$ cat config.mk
export PLATFORM = sky130hd
export DESIGN_NAME = load_store_unit
export DESIGN_NICKNAME = d
export VERILOG_FILES = /design/src/rtl/load_store_unit.sv
export SDC_FILE = /design/constraint.sdc
export NUM_CORES = 1
export LEC_CHECK = 0
export CORE_ASPECT_RATIO = 1.5
export CORE_MARGIN = 2
export CORE_UTILIZATION = 44
export DETAILED_ROUTE_END_ITERATION = 10
export PLACE_DENSITY = 0.78
export SLEW_MARGIN = 20
export SYNTH_ARGS = -nofsm -noshare
export SYNTH_HDL_FRONTEND = slang
export SYNTH_SLANG_ARGS = --single-unit
$ cat constraint.sdc
create_clock -name clk -period 1.99 [get_ports clk]
set_clock_uncertainty 0.15 [all_clocks]
set_input_delay 0.398 -clock clk [delete_from_list [all_inputs] [get_ports clk]]
set_output_delay 0.398 -clock clk [all_outputs]
set_load 0.1 [all_outputs]
$ cat src/rtl/load_store_unit.sv
// Data-memory access stage: byte/half/word loads with sign/zero extension and
// sub-word stores done as read-modify-write against a whole-word write strobe.
module load_store_unit #(
   parameter int MEM_LATENCY = 1
) (
   input  logic        clk,
   input  logic        rst_b,
   input  logic        req_valid,
   output logic        req_ready,
   input  logic        req_we,
   input  logic [2:0]  req_funct3,
   input  logic [31:0] req_addr,
   input  logic [31:0] req_wdata,
   output logic        resp_valid,
   output logic [31:0] resp_rdata,
   output logic        resp_err,
   output logic        busy,
   output logic [31:0] mem_addr,
   input  logic [7:0]  mem_data_out [0:3],
   output logic [7:0]  mem_data_in  [0:3],
   output logic        mem_write_en
);

   typedef enum logic [1:0] {IDLE, RD_WAIT, WRITE, RESP} state_t;

   localparam logic [1:0] LAST = 2'(MEM_LATENCY - 1);

   state_t            state, state_nxt;
   logic              we_q;
   logic [2:0]        f3_q;
   logic [31:0]       addr_q, wdata_q, rdata_q;
   logic              err_q;
   logic [1:0]        cnt_q;
   logic [3:0][7:0]   buf_q, rd_word, wr_lane;
   logic              accept, acc_err, acc_mis, acc_legal, rd_last;
   logic [7:0]        ld_byte;
   logic [15:0]       ld_half;
   logic [31:0]       ld_data;

   assign accept  = req_valid && (state == IDLE);
   assign rd_last = (state == RD_WAIT) && (cnt_q == LAST);

   always_comb begin
      acc_legal = 1'b0;
      if (req_we) acc_legal = (req_funct3 == 3'b000) || (req_funct3 == 3'b001) || (req_funct3 == 3'b010);
      else        acc_legal = (req_funct3 != 3'b011) && (req_funct3 != 3'b110) && (req_funct3 != 3'b111);
      acc_mis = ((req_funct3[1:0] == 2'b01) && req_addr[0]) ||
                ((req_funct3[1:0] == 2'b10) && (req_addr[1:0] != 2'b00));
      acc_err = !acc_legal || acc_mis;
   end

   always_comb begin
      for (int i = 0; i < 4; i++) rd_word[i] = mem_data_out[i];
   end

   // Sign is selected by funct3[2]: 0 = sign-extend (LB/LH), 1 = zero-extend.
   always_comb begin
      ld_byte = rd_word[addr_q[1:0]];
      ld_half = {rd_word[{addr_q[1], 1'b1}], rd_word[{addr_q[1], 1'b0}]};
      case (f3_q[1:0])
         2'b00:   ld_data = {{24{ld_byte[7] & ~f3_q[2]}}, ld_byte};
         2'b01:   ld_data = {{16{ld_half[15] & ~f3_q[2]}}, ld_half};
         default: ld_data = rd_word;
      endcase
   end

   always_comb begin
      wr_lane = buf_q;
      for (int i = 0; i < 4; i++) begin
         case (f3_q[1:0])
            2'b00:   if (2'(i) == addr_q[1:0]) wr_lane[i] = wdata_q[7:0];
            2'b01:   if (i[1] == addr_q[1]) wr_lane[i] = i[0] ? wdata_q[15:8] : wdata_q[7:0];
            default: wr_lane[i] = wdata_q[8*i +: 8];
         endcase
      end
   end

   always_comb begin
      state_nxt = state;
      case (state)
         IDLE: begin
            if (accept) begin
               if (acc_err)                                state_nxt = RESP;
               else if (req_we && req_funct3 == 3'b010)    state_nxt = WRITE;
               else                                        state_nxt = RD_WAIT;
            end
         end
         RD_WAIT: if (rd_last) state_nxt = we_q ? WRITE : RESP;
         WRITE:   state_nxt = RESP;
         default: state_nxt = IDLE;
      endcase
   end

   always_ff @(posedge clk or negedge rst_b) begin
      if (!rst_b) begin
         state   <= IDLE;
         we_q    <= 1'b0;
         f3_q    <= '0;
         addr_q  <= '0;
         wdata_q <= '0;
         rdata_q <= '0;
         err_q   <= 1'b0;
         cnt_q   <= '0;
         buf_q   <= '0;
      end else begin
         state <= state_nxt;
         if (accept) begin
            we_q    <= req_we;
            f3_q    <= req_funct3;
            addr_q  <= req_addr;
            wdata_q <= req_wdata;
            err_q   <= acc_err;
            rdata_q <= '0;
            cnt_q   <= '0;
         end else if (state == RD_WAIT) begin
            cnt_q <= cnt_q + 2'd1;
            if (rd_last) begin
               buf_q <= rd_word;
               if (!we_q) rdata_q <= ld_data;
            end
         end
      end
   end

   assign req_ready    = (state == IDLE);
   assign busy         = (state != IDLE);
   assign resp_valid   = (state == RESP);
   assign resp_rdata   = (state == RESP) ? rdata_q : 32'h0;
   assign resp_err     = (state == RESP) && err_q;
   assign mem_write_en = (state == WRITE);
   assign mem_addr     = (state == RD_WAIT || state == WRITE) ? {addr_q[31:2], 2'b00} : 32'h0;

   always_comb begin
      for (int i = 0; i < 4; i++) mem_data_in[i] = (state == WRITE) ? wr_lane[i] : 8'h00;
   end

endmodule
==> results.py <==
metrics = {
    "timing": {
        "timing.final.hold_violations": 0,
        "worst_slew_pin_tran_ns": 0.580,
        "min_tclk_post_route_ns": 2.51,
        "timing_max_transition_violations_final": 0,
        "unrepaired_setup_endpoints_after_global_routing": "true",
        "post_route_setup_tns_ns": -41.56,
        "worst_slack_ns": -0.518,
        "slew_headroom": 0.611,
        "timing.final.setup_violations": 131,
        "maxClockFrequency_ghz": 0.399,
        "final_min_period_over_clock_period": 1.26,
    },
    "worst_setup_path": {
        "worstPathMaxFanout": 7,
        "worst-endpoint-required_ns": 1.44,
        "cp_data_arrival_time_ns": 1.96,
        "critPathKind": "reg2out",
        "worst-r2r-cell-count": 7,
        "cp-startpoint": "addr_q[1]",
        "endpoint_of_the_lowest_slack_register_to_register_path": "rdata_q[25]",
        "timing.critical_path.from_type": "register",
        "endpoint_kind": "output port",
        "worst_r2r_startpoint": "addr_q[1]",
        "reg2reg_slack_ns": -0.27,
    },
    "final_layout": {
        "final_cell_area_um2": 13200,
        "ff_latch_area_um2": 3430,
        "instances_no_fill": 1154,
        "fraction_of_layout_instances_using_a_drive_strength_above_1": 0.550,
        "multi_input_area_um2": 4420,
        "finalNetCount": 1044,
        "n_antenna_cell": 0,
        "num-fill-cells": 825,
        "utilization_of_the_core_after_routing": 0.826,
        "area_growth_from_synthesis_to_layout_pct": 85.7,
    },
    "min_path": {
        "hold_path_class": "in2async",
    },
    "detailed_routing": {
        "routed_via_density": 6.04,
        "drcViolationCount": 0,
        "wirelength_um": 30500,
        "drt_first_pass_iters": 5,
        "routedWlPerCell_um": 26.4,
        "number_of_vias_in_the_routed_layout": 6970,
        "initialDrtViolationCount": 530,
        "drt.antenna.violating_nets": 0,
    },
    "clock_network": {
        "clock_tree_from_tritoncts": "done",
        "cts_sinks": 137,
        "root_buffer": "sky130_fd_sc_hd__clkbuf_16",
        "cts_inserted_buffers": 17,
        "htreeDepth": 4,
        "clk_pin_slew_worst_paths_ns": 0.06,
        "clock_insertion_delay_worst_skew_ns": 0.42,
        "ctsLongestPathBuffers": 2,
    },
    "synthesis": {
        "synth.yosys.warnings": 0,
        "synth_seq_area_share": 0.481,
        "edff_count_synth": 0,
        "synth.ff_latch_count": 137,
        "synth_cells": 653,
        "postSynth.asyncResetShare": 1.00,
        "syn_avg_cell_area_um2": 10.9,
        "netlist_area_um2": 7130,
        "synth_cell_type_count": 44,
        "synth-main-ff-cell": "sky130_fd_sc_hd__dfrtp_1",
    },
    "run_status": {
        "violations": "negative setup slack",
        "status": "finished with violations",
    },
    "floorplanning": {
        "core_ar_um2": 16000,
        "start_util": 0.445,
        "die_w_um": 108,
        "floorplan.rows": 57,
        "io-pin-count": 204,
        "dieArea_um2": 17300,
        "floorplan.die.height_um": 160,
    },
    "placed_design": {
        "place_hpwl_um": 18200,
        "place_area_um2": 11200,
        "gp_routability_congestion": 0.940,
        "numPlacedInstances": 1075,
        "placement.io_buffers": 201,
    },
    "job": {
        "drv.max_cap_violation_count": 0,
    },
    "global_route": {
        "number_of_antenna_violations_at_the_first_check_in_global_routing": 0,
        "grt_pass1_vias": 7568,
        "grt_first_pass_wirelength_um": 42400,
        "grt.total_usage": 0.328,
        "largest_net_degree_at_the_start_of_global_routing": 68,
        "grt_overflow": 0,
    },
}
-- cell usage after synthesis, drive strengths merged, types with 2 or more instances --
cell       n  area, µm²
nor2      24       90.1
and2      66        413
o31ai      8       60.1
a221o     17        183
nand2     51        194
o211a      8       80.1
a311oi    14        123
a21oi     24        124
nor2b     10       62.6
a221oi    17        149
a2bb2oi    8       70.1
nand2b    10       62.6
a21o       8       60.1
nand3     10       55.1
mux2      89       1000
mux2i     23        230
nor3       2       10.0
o22ai      3       18.8
a41oi      2       17.5
inv       19       71.3
or3        5       31.3
ha         5       62.6
clkbuf    32        120
buf       19        101
o21ai     23        115
a22o       9       78.8
dfrtp    137       3430
-- how the worst max path moves through the flow --
stage | cells after the start | end | slack [ns]
after detailed placement | 5 | rdata_q[18] | -0.55
after global placement | 5 | rdata_q[22] | -0.43
after CTS | 6 | mem_data_in[30] | -0.47
final | 7 | mem_data_in[25] | -0.52
after floorplan | 6 | mem_data_in[11] | -0.97
after global routing | 8 | mem_data_in[24] | -0.57
-- routing by layer --
layer	wire (µm)	global-route usage
met5	0	0
met4	2450	0.196
met3	2270	0.0776
met2	16100	0.597
met1	9590	0.329
-- through the flow --
step | hold WS, ns | worst slack (ns)
global placement | 0.0530 | -0.430
CTS | 0.184 | -0.473
global route | 0.186 | -0.567
finish | 0.193 | -0.518
detailed placement | 0.0558 | -0.555
floorplan | -0.0476 | -0.973
-- critical path, stage by stage (launching register included) --
cell and delay (ns):
sky130_fd_sc_hd__dfrtp_2 0.45, sky130_fd_sc_hd__inv_2 0.08, sky130_fd_sc_hd__buf_6 0.12, sky130_fd_sc_hd__a21oi_4 0.20, sky130_fd_sc_hd__buf_12 0.19, sky130_fd_sc_hd__mux2i_4 0.26
sky130_fd_sc_hd__nor2_4 0.07, sky130_fd_sc_hd__buf_12 0.16
-- sequential cells by signal, summed over array words and instances (netlist names) --
| signal | flops |
|---|---|
| addr_q | 32 |
| buf_q | 32 |
| rdata_q | 32 |
| wdata_q | 32 |
| f3_q | 3 |
| cnt_q | 2 |
| state | 2 |
| err_q | 1 |
| we_q | 1 |
-- kinds of logic after synthesis --
kind of cell / count (synthesis) / share of synthesized area
AOI/OAI and AO/OA: 145 / 0.161
xor gates and xnor gates: 1 / 0.00123
adders and majority gates: 5 / 0.00877
buffers and inverters: 71 / 0.0416
DFF: 137 / 0.481
muxes: 113 / 0.176
other: 1 / 0.000526
and+or+nand+nor: 180 / 0.131
-- repair_timing --
item	in CTS	in global routing
gates cloned	7	3
pin swaps	42	30
gates resized for setup	187	52
hold buffers	1	0
buffers inserted	31	14
hold endpoints to repair	137	0
setup endpoints to repair	125	176
-- cells in the final DEF, fill, tap and decap left out, drive strengths merged, types with 2 or more instances in the layout --
master         instances
clkdlybuf4s50        101
a41oi                  2
a22o                   9
a221oi                17
clkbuf                22
nor2b                 10
o31ai                  8
a2bb2oi                8
bufinv                 6
dfrtp                137
mux2i                 23
nor3                   2
o22ai                  3
nand2                 51
nand3                 10
and2                  66
clkinv                 5
o21ai                 23
a221o                 17
or3                    5
buf                  209
nand2b                10
clkinvlp               3
mux2                  89
conb                   2
o211a                  8
a311oi                14
ha                     5
a21o                   8
a21oi                 24
inv                   18
nor2                  24
-- layout make-up --
cell class | instances | area share
clock buffer | 19 | 0.0334
tap | 206 | 0.0195
inverter | 20 | 0.00671
multi-input combinational | 446 | 0.334
sequential | 137 | 0.259
timing repair buffer | 314 | 0.330
clock inverter | 12 | 0.0168
Power is not shown: default switching activity piles up to over one toggle a cycle in this logic, so the estimate is an artifact.
